==> src/rtl/npu_pkg.sv <==
// Shared NPU definitions: default dimensions, writeback FSM states, result count.
package npu_pkg;

  localparam int unsigned NPU_DATA_W  = 32;
  localparam int unsigned NPU_N       = 3;
  localparam int unsigned NPU_RES_CNT = NPU_N * NPU_N;

  typedef enum logic [1:0] {
    IDLE  = 2'd0,
    DRAIN = 2'd1,
    DONE  = 2'd2
  } npu_wb_state_t;

endpackage : npu_pkg

==> src/rtl/npu_writeback_if.sv <==
// Valid/ready memory write port carrying one result word per transfer.
interface npu_writeback_if #(
  parameter int unsigned ADDR_W = 32,
  parameter int unsigned DATA_W = 32
);

  logic              wr_valid;
  logic              wr_ready;
  logic [ADDR_W-1:0] wr_addr;
  logic [DATA_W-1:0] wr_data;

  modport master (
    output wr_valid,
    output wr_addr,
    output wr_data,
    input  wr_ready
  );

  modport slave (
    input  wr_valid,
    input  wr_addr,
    input  wr_data,
    output wr_ready
  );

endinterface : npu_writeback_if

==> src/rtl/npu_wb_buf.sv <==
// Result snapshot buffer: parallel load of all words, indexed read.
// Build option NPU_WB_RELU_EN: negative (signed) words are stored as zero.
// The read port bypasses the load data in the load cycle so the first word
// can be presented in the cycle right after capture.
module npu_wb_buf
  import npu_pkg::*;
#(
  parameter int unsigned DATA_W = NPU_DATA_W,
  parameter int unsigned DEPTH  = NPU_RES_CNT,
  parameter int unsigned IDX_W  = 4
) (
  input  logic                    clk,
  input  logic                    rst,
  input  logic                    ld,
  input  logic [DATA_W*DEPTH-1:0] ld_data,
  input  logic [IDX_W-1:0]        rd_idx,
  output logic [DATA_W-1:0]       rd_data_c
);

  logic [DATA_W-1:0] mem     [DEPTH];
  logic [DATA_W-1:0] ld_word [DEPTH];

  // Split the flat load bus into words, applying the optional clamp.
  always_comb begin
    for (int i = 0; i < int'(DEPTH); i++) begin
      ld_word[i] = ld_data[i*DATA_W +: DATA_W];
`ifdef NPU_WB_RELU_EN
      if (ld_word[i][DATA_W-1]) begin
        ld_word[i] = '0;
      end
`endif
    end
  end

  // Snapshot storage, written only on a capture.
  always_ff @(posedge clk or negedge rst) begin
    if (!rst) begin
      for (int i = 0; i < int'(DEPTH); i++) begin
        mem[i] <= '0;
      end
    end else if (ld) begin
      for (int i = 0; i < int'(DEPTH); i++) begin
        mem[i] <= ld_word[i];
      end
    end
  end

  // Indexed read with load bypass; out-of-range indices read zero.
  always_comb begin
    rd_data_c = '0;
    if (32'(rd_idx) < DEPTH) begin
      rd_data_c = ld ? ld_word[rd_idx] : mem[rd_idx];
    end
  end

endmodule : npu_wb_buf

==> src/rtl/npu_writeback.sv <==
// NPU writeback: on a rising npu_ack, snapshot the N*N results and drain them
// one word per transfer to consecutive addresses from dst_base, then pulse done.
// Build option NPU_WB_RELU_EN clamps negative results to zero at capture.
module npu_writeback
  import npu_pkg::*;
#(
  parameter int unsigned DATA_W = NPU_DATA_W,
  parameter int unsigned N      = NPU_N,
  parameter int unsigned ADDR_W = 32,
  parameter int unsigned STRIDE = 4
) (
  input  logic                      clk,
  input  logic                      rst,
  input  logic                      npu_ack,
  input  logic [DATA_W*N*N-1:0]     c_flat,
  input  logic [ADDR_W-1:0]         dst_base,
  npu_writeback_if.master           wr,
  output logic                      busy,
  output logic                      done
);

  localparam int unsigned RES_CNT = N * N;
  localparam int unsigned IDX_W   = (RES_CNT > 1) ? $clog2(RES_CNT) : 1;
  localparam logic [IDX_W-1:0] LAST_IDX = IDX_W'(RES_CNT - 1);

  npu_wb_state_t     state_q, state_d;
  logic              ack_d;
  logic [IDX_W-1:0]  idx_q, idx_d;
  logic              wr_valid_q, wr_valid_d;
  logic [ADDR_W-1:0] wr_addr_q, wr_addr_d;
  logic [DATA_W-1:0] wr_data_q, wr_data_d;
  logic              busy_q, busy_d;
  logic              done_q, done_d;

  logic              trig_c;
  logic              ld_c;
  logic              accept_c;
  logic [IDX_W-1:0]  rd_idx_c;
  logic [DATA_W-1:0] rd_data_c;

  assign trig_c   = npu_ack & ~ack_d;
  assign ld_c     = (state_q == IDLE) & trig_c;
  assign accept_c = wr_valid_q & wr.wr_ready;
  // Read ahead to the word that follows the one currently presented.
  assign rd_idx_c = (state_q == DRAIN) ? idx_q + IDX_W'(1) : '0;

  npu_wb_buf #(
    .DATA_W (DATA_W),
    .DEPTH  (RES_CNT),
    .IDX_W  (IDX_W)
  ) u_buf (
    .clk       (clk),
    .rst       (rst),
    .ld        (ld_c),
    .ld_data   (c_flat),
    .rd_idx    (rd_idx_c),
    .rd_data_c (rd_data_c)
  );

  // State and registered outputs.
  always_ff @(posedge clk or negedge rst) begin
    if (!rst) begin
      state_q    <= IDLE;
      ack_d      <= 1'b0;
      idx_q      <= '0;
      wr_valid_q <= 1'b0;
      wr_addr_q  <= '0;
      wr_data_q  <= '0;
      busy_q     <= 1'b0;
      done_q     <= 1'b0;
    end else begin
      state_q    <= state_d;
      ack_d      <= npu_ack;
      idx_q      <= idx_d;
      wr_valid_q <= wr_valid_d;
      wr_addr_q  <= wr_addr_d;
      wr_data_q  <= wr_data_d;
      busy_q     <= busy_d;
      done_q     <= done_d;
    end
  end

  // Next-state and next-output logic; outputs hold unless a transfer completes.
  always_comb begin
    state_d    = state_q;
    idx_d      = idx_q;
    wr_valid_d = wr_valid_q;
    wr_addr_d  = wr_addr_q;
    wr_data_d  = wr_data_q;
    busy_d     = busy_q;
    done_d     = 1'b0;
    unique case (state_q)
      IDLE: begin
        if (trig_c) begin
          state_d    = DRAIN;
          idx_d      = '0;
          wr_valid_d = 1'b1;
          wr_addr_d  = dst_base;
          wr_data_d  = rd_data_c;
          busy_d     = 1'b1;
        end
      end
      DRAIN: begin
        if (accept_c) begin
          if (idx_q == LAST_IDX) begin
            state_d    = DONE;
            wr_valid_d = 1'b0;
            done_d     = 1'b1;
          end else begin
            idx_d     = idx_q + IDX_W'(1);
            wr_addr_d = wr_addr_q + ADDR_W'(STRIDE);
            wr_data_d = rd_data_c;
          end
        end
      end
      DONE: begin
        state_d = IDLE;
        busy_d  = 1'b0;
      end
      default: begin
        state_d    = IDLE;
        wr_valid_d = 1'b0;
        busy_d     = 1'b0;
      end
    endcase
  end

  assign wr.wr_valid = wr_valid_q;
  assign wr.wr_addr  = wr_addr_q;
  assign wr.wr_data  = wr_data_q;
  assign busy        = busy_q;
  assign done        = done_q;

endmodule : npu_writeback

==> src/flat_wrapper.sv <==
// flat-port wrapper written by rule: the top's interface ports become plain ports
module npu_writeback_flat import npu_pkg::*;
#(
  parameter int unsigned DATA_W = NPU_DATA_W,
  parameter int unsigned N      = NPU_N,
  parameter int unsigned ADDR_W = 32,
  parameter int unsigned STRIDE = 4
)
  (clk, rst, npu_ack, c_flat, dst_base, busy, done, wr_wr_valid, wr_wr_addr, wr_wr_data, wr_wr_ready);
  npu_writeback_if #(.ADDR_W(ADDR_W), .DATA_W(DATA_W)) wr_i ();
  input  logic clk;
  input  logic rst;
  input  logic npu_ack;
  input  logic [DATA_W*N*N-1:0] c_flat;
  input  logic [ADDR_W-1:0] dst_base;
  output logic busy;
  output logic done;
  output wire logic [$bits(wr_i.wr_valid)-1:0] wr_wr_valid;
  output wire logic [$bits(wr_i.wr_addr)-1:0] wr_wr_addr;
  output wire logic [$bits(wr_i.wr_data)-1:0] wr_wr_data;
  input wire logic [$bits(wr_i.wr_ready)-1:0] wr_wr_ready;
  assign wr_wr_valid = wr_i.wr_valid;
  assign wr_wr_addr = wr_i.wr_addr;
  assign wr_wr_data = wr_i.wr_data;
  assign wr_i.wr_ready = wr_wr_ready;
  npu_writeback #(.DATA_W(DATA_W), .N(N), .ADDR_W(ADDR_W), .STRIDE(STRIDE)) u_core (.clk(clk), .rst(rst), .npu_ack(npu_ack), .c_flat(c_flat), .dst_base(dst_base), .wr(wr_i), .busy(busy), .done(done));
endmodule
==> config.mk <==
export PLATFORM = sky130hd
export DESIGN_NAME = npu_writeback_flat
export DESIGN_NICKNAME = d
export VERILOG_FILES = /design/src/rtl/npu_pkg.sv /design/src/rtl/npu_writeback_if.sv /design/src/rtl/npu_wb_buf.sv /design/src/rtl/npu_writeback.sv /design/src/flat_wrapper.sv
export SDC_FILE = /design/constraint.sdc
export NUM_CORES = 1
export LEC_CHECK = 0
export CAP_MARGIN = 25
export CELL_PAD_IN_SITES_DETAIL_PLACEMENT = 1
export CELL_PAD_IN_SITES_GLOBAL_PLACEMENT = 1
export CORE_MARGIN = 2
export CORE_UTILIZATION = 35
export CTS_CLUSTER_DIAMETER = 150
export DETAILED_ROUTE_END_ITERATION = 10
export GPL_TIMING_DRIVEN = 1
export PLACE_DENSITY_LB_ADDON = 0.1
export SLEW_MARGIN = 5
export SYNTH_ARGS = -nofsm -noshare
export SYNTH_HDL_FRONTEND = slang
export SYNTH_HIERARCHICAL = 1
export SYNTH_SLANG_ARGS = --single-unit
==> constraint.sdc <==
create_clock -name clk -period 3.7 [get_ports clk]
set_clock_uncertainty 0.2 [all_clocks]
set_input_delay 0.925 -clock clk [delete_from_list [all_inputs] [get_ports clk]]
set_output_delay 0.925 -clock clk [all_outputs]
set_load 0.02 [all_outputs]
Yosys cells after proc, flatten, opt, wreduce, memory -nomap -nowiden --
Index checks and enable logic that the tools add are counted.
Cells by class: reduce and logical (&&, ||, !) cells 6, bitwise logic cells 7, order comparisons 2, equality and inequality tests 7, muxes and demuxes 33, $add $sub $neg 2
Operators with widths (count):
- 2-to-1 mux 32 bit | 12
- binary-select mux 32 bit (select 4 bit) | 2
- one-hot mux 32 bit (2 select lines) | 2
- adder 32 x 3 -> 32 bit, second input constant | 1
- 2-to-1 mux 4 bit | 4
- one-hot mux 4 bit (2 select lines) | 1
- AND reduction 4 bit | 2
- 2-to-1 mux 1 bit | 6
- 2-to-1 mux 2 bit | 3
- greater-or-equal comparator 5 bit, second input constant | 1
- NOT 4 -> 5 bit | 1
- adder 4 x 1 -> 4 bit, second input constant | 1
- equality test 4 bit, second input constant | 1
- < comparator 4 bit, second input constant | 1
- inequality test 2 x 1 -> 1 bit, second input constant | 2
- inequality test 2 bit, second input constant | 2
- one-hot mux 2 bit (2 select lines) | 1
- AND 1 bit | 3
- NOT 1 bit | 3
- one-hot mux 1 bit (3 select lines) | 1
- AND reduction 3 bit | 1
- equality test 2 x 1 -> 1 bit, second input constant | 1
- equality test 2 bit, second input constant | 1
- logical NOT 2 bit | 1
- 3 further kinds | 3
Storage, ports and cells: register bits after elaboration 362, word-level logic and storage cells 74, bits of input ports 324, output and inout port bits 67

Longest topological paths before layout --
Gate-level depths: netlist (run 1).
depth in word-level cells 11, gate-level depth with buffers 13, mapped depth without buffers 9

By module --
The synthesis (run 1) kept the hierarchy.
By module, submodules not included:
- npu_wb_buf | cells an instance 952, area an instance 12784.8 µm², instances 1
- npu_writeback | cells an instance 419, area an instance 3572.2 µm², instances 1

Least setup slack after synthesis (run 1) --
OpenSTA, ideal clock, no wires.
path type input-to-reg, start point in npu_ack, end point reg u_core.wr_data_q[14] (netlist: u_core/wr.wr_data[14]), arrival 2811 ps, required time 3383 ps, slack 572 ps, library setup time 117 ps, cell stages on the path 13, path through nor3b_1 -> nand2b_1 -> buf_2 -> inv_2 -> buf_4 -> buf_6 -> buf_6 -> mux2_4 -> o22ai_1 -> o21ai_1 -> and3_1 -> nand2_1 -> nand2_1
On the way: word-level cells in the longest chain between the ends 7
Ends and longest elaborated chain:
- start: declaration | line flat_wrapper.sv:13 | input logic npu_ack;
- AND 1 bit (*) | line npu_writeback.sv:41 | assign trig_c = npu_ack & ~ack_d;
- AND 1 bit (*) | line npu_writeback.sv:42 | assign ld_c = (state_q == IDLE) & trig_c;
- via u_core.ld_c | line npu_writeback.sv:36 | logic ld_c;
- 2-to-1 mux 32 bit (*) | line npu_wb_buf.sv:52 | rd_data_c = ld ? ld_word[rd_idx] : mem[rd_idx];
- 2-to-1 mux 32 bit (*) | line npu_wb_buf.sv:51 | if (32'(rd_idx) < DEPTH) begin
- via u_core.rd_data_c[14] | line npu_writeback.sv:39 | logic [DATA_W-1:0] rd_data_c;
- 2-to-1 mux 32 bit | line npu_writeback.sv:105 | if (idx_q == LAST_IDX) begin
- 2-to-1 mux 32 bit | line npu_writeback.sv:104 | if (accept_c) begin
- one-hot mux 32 bit (2 select lines) (*) | line npu_writeback.sv:92 | unique case (state_q)
- end signal: assignment | line npu_writeback.sv:77 | wr_data_q <= wr_data_d;
- end: declaration | line npu_writeback.sv:31 | logic [DATA_W-1:0] wr_data_q, wr_data_d;
Mark *: on every way through the listed nets, which the timed path passes. The rest lies on a longest branch. The select of a mux whose other input is x is not followed. A chain may end at the register's enable or synchronous reset.

Worst setup path after layout (run 1) --
start point reg u_core.state_q[1], end point reg u_core.wr_data_q[20] (netlist: u_core/wr.wr_data[20])
On the way: word-level cells in the longest chain between the ends 11
Ends and longest elaborated chain:
- start: declaration | line npu_writeback.sv:26 | npu_wb_state_t state_q, state_d;
- start signal: assignment | line npu_writeback.sv:72 | state_q <= state_d;
- equality test 2 x 1 -> 1 bit | line npu_writeback.sv:45 | assign rd_idx_c = (state_q == DRAIN) ? idx_q + IDX_W'(1) : '0;
- 2-to-1 mux 4 bit | line npu_writeback.sv:45
- NOT 4 -> 5 bit (implied by the code) | line npu_wb_buf.sv:52
- binary-select mux 32 bit (select 4 bit) | line npu_wb_buf.sv:52
- 2-to-1 mux 32 bit (implied by the code) (2 in a row) | line npu_wb_buf.sv:52
- 2-to-1 mux 32 bit | line npu_wb_buf.sv:52
- 2-to-1 mux 32 bit (*) | line npu_wb_buf.sv:51
- via u_core.rd_data_c[20] | line npu_writeback.sv:39
- 2-to-1 mux 32 bit | line npu_writeback.sv:105
- 2-to-1 mux 32 bit | line npu_writeback.sv:104
- one-hot mux 32 bit (2 select lines) (*) | line npu_writeback.sv:92
Marks and branches as above.

==> reports/results.tsv, run 1 <==
stage	metric	value	unit
status	status	complete, no violations	
placement	io_buffers	390	
cells_and_area	fin_cells	2429	
cts	postCtsHoldBufs	0	
worst_setup_path	r2r_cells	9	
drt	detail_route.wl_per_cell	24.7	µm
logic_synthesis	postSynthCellCount	1371	
floorplan	die_w	220	µm
timing	post-route-min-period	3.44	ns
worst_setup_path	path_class	flop to flop	
floorplan	initial_core_util	0.353	
pwr	power	0.0169	W
timing	tns	0	ns
cells_and_area	design_area	0.0228	mm²
pwr	ir_drop	362	µV
timing	finalCritPeriodShare	0.929	
timing	fmax	291	MHz
pwr	seqPwrFrac	0.353	
grt	grt_pass1_wl	89300	µm
flow_run	drv_cap	0	
worst_setup_path	crit_cells	9	
cells_and_area	layout_common_cells	clkdlybuf4s50_1, dfrtp_1, mux2_2	
cts	cts_sinks	362	
timing	max_slew_margin	0.374	
cts	numCtsBuffers	43	
cells_and_area	syn_to_final_growth	39.2	%
logic_synthesis	async_flop_share	1.00	
pwr	pwr-share-comb	0.405	
logic_synthesis	synthesis.area	0.0164	mm²
logic_synthesis	ys_ff_latch	362	
pwr	power.switching	0.00609	W
cts	clkTransAtPathRegs	0.06	ns
logic_synthesis	synth_edf_count	0	
drt	wirelength	60100	µm
logic_synthesis	yosysSeqAreaShare	0.554	
worst_setup_path	crit_path_max_incr_delay	0.76	ns
worst_setup_path	crit_buf_inv	1	
pwr	intPower	0.0109	W
cells_and_area	nFillCells	4908	
worst_setup_path	cp_top_family	simple AND/OR/NAND/NOR gates	
cts	cts_setup_buffers	0	
logic_synthesis	yosysTopAreaCellShare	0.554	
placement	hpwl	43700	µm
drt	num_vias	12800	
timing	rsz0062_at_grt	no	
pwr	pwr_density_cell	744	mW/mm²
logic_synthesis	synth_top_cell_by_area	dfrtp_1	
drt	drc_errors	0	
worst_setup_path	cp_common_cell	nand2_1	
cells_and_area	final_common_cell	clkdlybuf4s50_1	
placement	postPlaceCellArea	0.0214	mm²
drt	firstDrtPassIters	4	
grt	grt_pass1_vias	14100	
cts	cts_root_buf	clkbuf_16	
worst_setup_path	slowest_stage	o21ai_0	
floorplan	dieArea	0.0485	mm²
cts	clkLatencyLatePin	0.57	ns
worst_setup_path	cp_max_fo	18	
cts	cts_max_path_buffers	3	
timing	hold_violations	0	
cts	cts_resized	0	
drt	antenna_left	0	
timing	tightest_slew	0.929	ns
logic_synthesis	ys_warn_count	6	
grt	grt_max_degree	81	
floorplan	core	0.0464	mm²
logic_synthesis	ys_types	54	
placement	gp_congestion	0.809	
floorplan	dieHeight	220	µm
cts	cts_tree	yes	
drt	vias_per_cell	5.26	
placement	place_inst	2346	
worst_setup_path	cp-start-kind	flop	
worst_setup_path	end_kind	flop	
floorplan	num_rows	79	
worst_setup_path	critPathRequiredTime	4.00	ns
worst_setup_path	path_cells	nand2b_1, nor2_1, nand2b_4, buf_4, o22ai_1, o21ai_0, and3_1, nand2_1, nand2_1	
timing	final-setup-viol-count	0	
cells_and_area	drive_gt1_frac	0.245	
cells_and_area	final_nets	2111	
worst_setup_path	critPathArrivalTime	3.74	ns
cts	htreeDepth	2	
grt	antenna_found_initial	13	
pwr	leakage	9.34	nW
pwr	power_frac_clock	0.241	
grt	track_usage	0.248	
drt	drt_iter0_drc	699	
logic_synthesis	synth_area_per_cell	11.9	µm²
logic_synthesis	ys.flop_type	dfrtp_1	
logic_synthesis	ys_top_cells_by_area	dfrtp_1, mux2_2, o22ai_1	
grt	grt_overflow	0	
logic_synthesis	synthesis.nets	1698	
timing	finalMaxSlewViolations	0	
worst_hold_path	min-delay-path-class	primary input to async pin	
floorplan	ios	391	
pwr	switching_share	0.359	
-- Yosys cell counts, types with 25 or more instances --
| master | instances |
|---|---|
| nor2_1 | 30 |
| nand2_1 | 194 |
| clkbuf_1 | 44 |
| o21ai_0 | 52 |
| o22ai_1 | 136 |
| a21oi_1 | 38 |
| and3_1 | 36 |
| o21ai_1 | 26 |
| dfrtp_1 | 362 |
| mux2_4 | 56 |
| buf_2 | 25 |
| mux2_2 | 233 |
-- worst register-to-register path, delay by kind of cell (launching register included) --
family,cells,cell delay [ns]
DFF,1,0.47
AOI/OAI and AO/OA,2,0.88
and+or+nand+nor,6,1.48
buffers and inverters,1,0.35
-- final cells by class --
type / count / area (µm²) / share of cell area
Tap cell: 607 / 759 / 0.0334
Timing Repair Buffer: 464 / 4730 / 0.208
Multi-Input combinational cell: 905 / 6830 / 0.300
Inverter: 8 / 37.5 / 0.00165
Clock inverter: 11 / 97.6 / 0.00429
Clock buffer: 63 / 1240 / 0.0546
Antenna cell: 9 / 22.5 / 0.000989
Sequential cell: 362 / 9060 / 0.398
-- registers in the layout (all words and copies together) (netlist names) --
name,flops
u_core/ack_d,1
u_core/busy,1
u_core/done,1
u_core/idx_q,4
u_core/state_q,2
u_core/u_buf/mem,288
u_core/wr.wr_addr,32
u_core/wr.wr_data,32
u_core/wr.wr_valid,1
-- logic make-up (layout without fill, tap and decap cells) --
family	Yosys count	count (layout)	share of synthesized area
flip-flops	362	362	0.554
AND/OR/NAND/NOR	326	326	0.0906
multiplexers	299	299	0.220
AO/OA/AOI/OAI	274	274	0.0987
buffers and inverters	104	546	0.0327
adder cells (fa/ha/maj)	3	3	0.00230
XOR/XNOR	3	3	0.00161
other	0	9	0
-- path summary, 6_finish.rpt --
path / start / slack (ns) / endpoint
max: u_core/state_q[1] / 0.26 / u_core/wr.wr_data[20]
min: rst / 0.13 / u_core/wr.wr_addr[16]
max reg2reg: u_core/state_q[1] / 0.26 / u_core/wr.wr_data[20]
min reg2reg: u_core/wr.wr_data[11] / 0.27 / u_core/wr.wr_data[11]
max in group asynchronous: rst / 2.23 / u_core/u_buf/mem[200]
min in group clk: u_core/wr.wr_data[11] / 0.27 / u_core/wr.wr_data[11]
-- stage by stage --
| stage | hold WS, ns | worst slack (ns) | utilization |
|---|---|---|---|
| 6_report | 0.134 | 0.263 | 0.491 |
| 5_1_grt | 0.168 | 0.139 | 0.491 |
| 4_1_cts | 0.151 | 0.211 | 0.491 |
| 3_5_place_dp | 0.264 | -0.394 | 0.462 |
| 3_3_place_gp | 0.249 | -0.366 | 0.462 |
| 2_1_floorplan | 0.268 | 0.572 | - |
-- metal layers --
layer / up-vias / global-route usage / part of all wire
li1: 5779 / - / -
met1: 6586 / 0.318 / 0.42
met2: 306 / 0.417 / 0.50
met3: 86 / 0.0518 / 0.048
met4: 16 / 0.0843 / 0.029
met5: - / 0 / 0.0017
-- power groups by stage --
| stage | logic [W] | registers, W | clock network [W] |
|---|---|---|---|
| after floorplan | 0.00366 | 0.00617 | 0 |
| after global placement | 0.00683 | 0.00598 | 0 |
| after detailed placement | 0.00693 | 0.00605 | 0 |
| after CTS | 0.00696 | 0.00600 | 0.00422 |
| after global routing | 0.00742 | 0.00616 | 0.00438 |
| final | 0.00687 | 0.00599 | 0.00409 |
Note: power is estimated with default switching activity, not from simulation.
==> run 2: changes to the inputs <==
--- a/config.mk
+++ b/config.mk
@@ -9,7 +9,7 @@
 export CELL_PAD_IN_SITES_DETAIL_PLACEMENT = 1
 export CELL_PAD_IN_SITES_GLOBAL_PLACEMENT = 1
 export CORE_MARGIN = 2
-export CORE_UTILIZATION = 35
+export CORE_UTILIZATION = 39
 export CTS_CLUSTER_DIAMETER = 150
 export DETAILED_ROUTE_END_ITERATION = 10
 export GPL_TIMING_DRIVEN = 1
==> reports/results.tsv, run 2 (synthesis results as in run 1) <==
stage	metric	value	unit	change
pwr	ir_drop	491	µV	+36%
pwr	power	0.0172	W	+1.7%
worst_setup_path	r2r-end	u_core/wr.wr_data[20]		
timing	final-setup-viol-count	0		unchanged
worst_setup_path	cp-start-kind	primary input		
cts	cts_root_buf	clkbuf_16		
timing	fmax	281	MHz	-3.4%
timing	post-route-min-period	3.56	ns	+0.120 ns
cts	cts_resized	0		unchanged
cells_and_area	final_nets	2121		+0.47%
cells_and_area	top_register	u_core/u_buf/mem		
drt	detail_route.wl_per_cell	25.0	µm	+1.2%
cells_and_area	drive_gt1_frac	0.253		+0.00756
timing	max_slew_margin	0.357		-0.0168
placement	gp_congestion	0.840		+3.8%
grt	grt_pass1_wl	90000	µm	+0.74%
cts	postCtsHoldBufs	0		unchanged
timing	tightest_slew	0.954	ns	+0.0250 ns
cts	clkTransAtPathRegs	0.06	ns	about the same
cells_and_area	final_common_cell	clkdlybuf4s50_1		
cts	cts_max_path_buffers	3		unchanged
timing	hold_violations	0		unchanged
floorplan	core	0.0417	mm²	-10%
placement	io_buffers	390		unchanged
floorplan	dieHeight	209	µm	-5.2%
grt	grt_max_degree	74		-8.6%
worst_setup_path	critPathRequiredTime	4.00	ns	about the same
worst_setup_path	cp_max_fo	34		+16
drt	antenna_left	0		unchanged
pwr	pwr_density_cell	755	mW/mm²	+1.4%
cells_and_area	fin_util	0.548		+0.0570
cts	htreeDepth	2		unchanged
drt	num_vias	12900		+1.1%
cts	cts_sinks	362		unchanged
grt	grt_pass1_vias	14300		+1.4%
worst_setup_path	end_kind	flop		
timing	finalCritPeriodShare	0.961		+0.0323
timing	rsz0062_at_grt	no		
cts	cts_tree	yes		
cts	cts_setup_buffers	0		unchanged
cts	numCtsBuffers	42		-2.3%
floorplan	ios	391		unchanged
grt	antenna_found_initial	18		+5
drt	vias_per_cell	5.45		+3.7%
worst_setup_path	worstReg2RegStart	u_core/state_q[1]		
timing	worst_slack	0.144	ns	-0.120 ns
drt	wirelength	59300	µm	-1.3%
cells_and_area	layout_common_cells	clkdlybuf4s50_1, dfrtp_1, mux2_2		
grt	track_usage	0.274		+0.0257
timing	holdWs	0.125	ns	-0.00872 ns
cts	clkLatencyLatePin	0.56	ns	about the same
drt	firstDrtPassIters	4		unchanged
timing	finalMaxSlewViolations	0		unchanged
worst_setup_path	reg2reg_setup_slack	0.34	ns	+0.08 ns
floorplan	initial_core_util	0.393		+0.0397
pwr	leakage	9.45	nW	+1.2%
status	status	complete, no violations		
grt	grt_overflow	0		unchanged
flow_run	drv_cap	0		unchanged
cells_and_area	syn_to_final_growth	39.6	%	
worst_setup_path	r2r_cells	9		unchanged
drt	drc_errors	0		unchanged
floorplan	num_rows	75		-5.1%
cells_and_area	largest_register_ffs	288		unchanged
placement	place_worst_setup_slack	-0.440	ns	-0.0452 ns
floorplan	dieArea	0.0436	mm²	-10%
worst_setup_path	path_class	primary input to flop		
floorplan	die_w	209	µm	-5.2%
placement	hpwl	43100	µm	-1.5%
worst_setup_path	critPathArrivalTime	3.86	ns	+0.12 ns
drt	drt_iter0_drc	565		-19%
worst_hold_path	min-delay-path-class	primary input to async pin		
## run 2: changes by cell type in the layout (fill, tap and decap cells not counted), sizes merged
cell	delta
buf	+11
diode	-5
inv	-1
bufinv	+3
## run 2: worst max-delay path: stages
cell and delay, ns:
clkdlybuf4s50_1 0.47, nor3b_1 0.29, nand2b_1 0.22, inv_8 0.19, buf_12 0.23, buf_4 0.18
mux2_2 0.16, o22ai_1 0.07, o21ai_0 0.65, and3_1 0.28, nand2_1 0.05, nand2_1 0.08
## run 2: through the flow
step	std cells	TNS (ns)	area, µm²
after detailed placement	2289	-4.13	21400
after global routing	2367	0	22800
final	2369	0	22800
after floorplan	1371	0	16400
after CTS	2365	0	22800
after global placement	2289	-1.46	21400
## run 2: worst max path at each step
stage	start	to	slack, ns	depth (start not counted)
after CTS	npu_ack	u_core/wr.wr_data[19]	0.15	12
after global routing	npu_ack	u_core/wr.wr_data[19]	0.06	12
after floorplan	npu_ack	u_core/wr.wr_data[14]	0.57	13
after detailed placement	npu_ack	u_core/wr.wr_data[19]	-0.44	12
final	npu_ack	u_core/wr.wr_data[19]	0.14	12
after global placement	npu_ack	u_core/wr.wr_data[20]	-0.36	12
## run 2: routing by layer
| metal | routed length, µm | global-route usage | up-vias | share of wire |
|---|---|---|---|---|
| met5 | 151 | 0 | - | 0.0025 |
| met4 | 1500 | 0.0739 | 22 | 0.025 |
| met3 | 3500 | 0.0652 | 94 | 0.059 |
| met2 | 29000 | 0.460 | 368 | 0.49 |
| met1 | 25100 | 0.355 | 6627 | 0.42 |
| li1 | - | - | 5802 | - |
## run 2: area by class of cell
class	instances	area, µm²
fillers	4379	18800
flip-flops and latches	362	9060
multi-input cells	905	6830
repair buffers	475	4770
clock buffers	63	1290
well taps	539	674
clock inverters	13	168
inverters	8	37.5
diodes	4	10.0
## run 2: power breakdown
part	internal, W	total (W)	switching (W)
Clock	0.00269	0.00440	0.00171
Sequential	0.00534	0.00598	0.000643
Combinational	0.00309	0.00685	0.00376
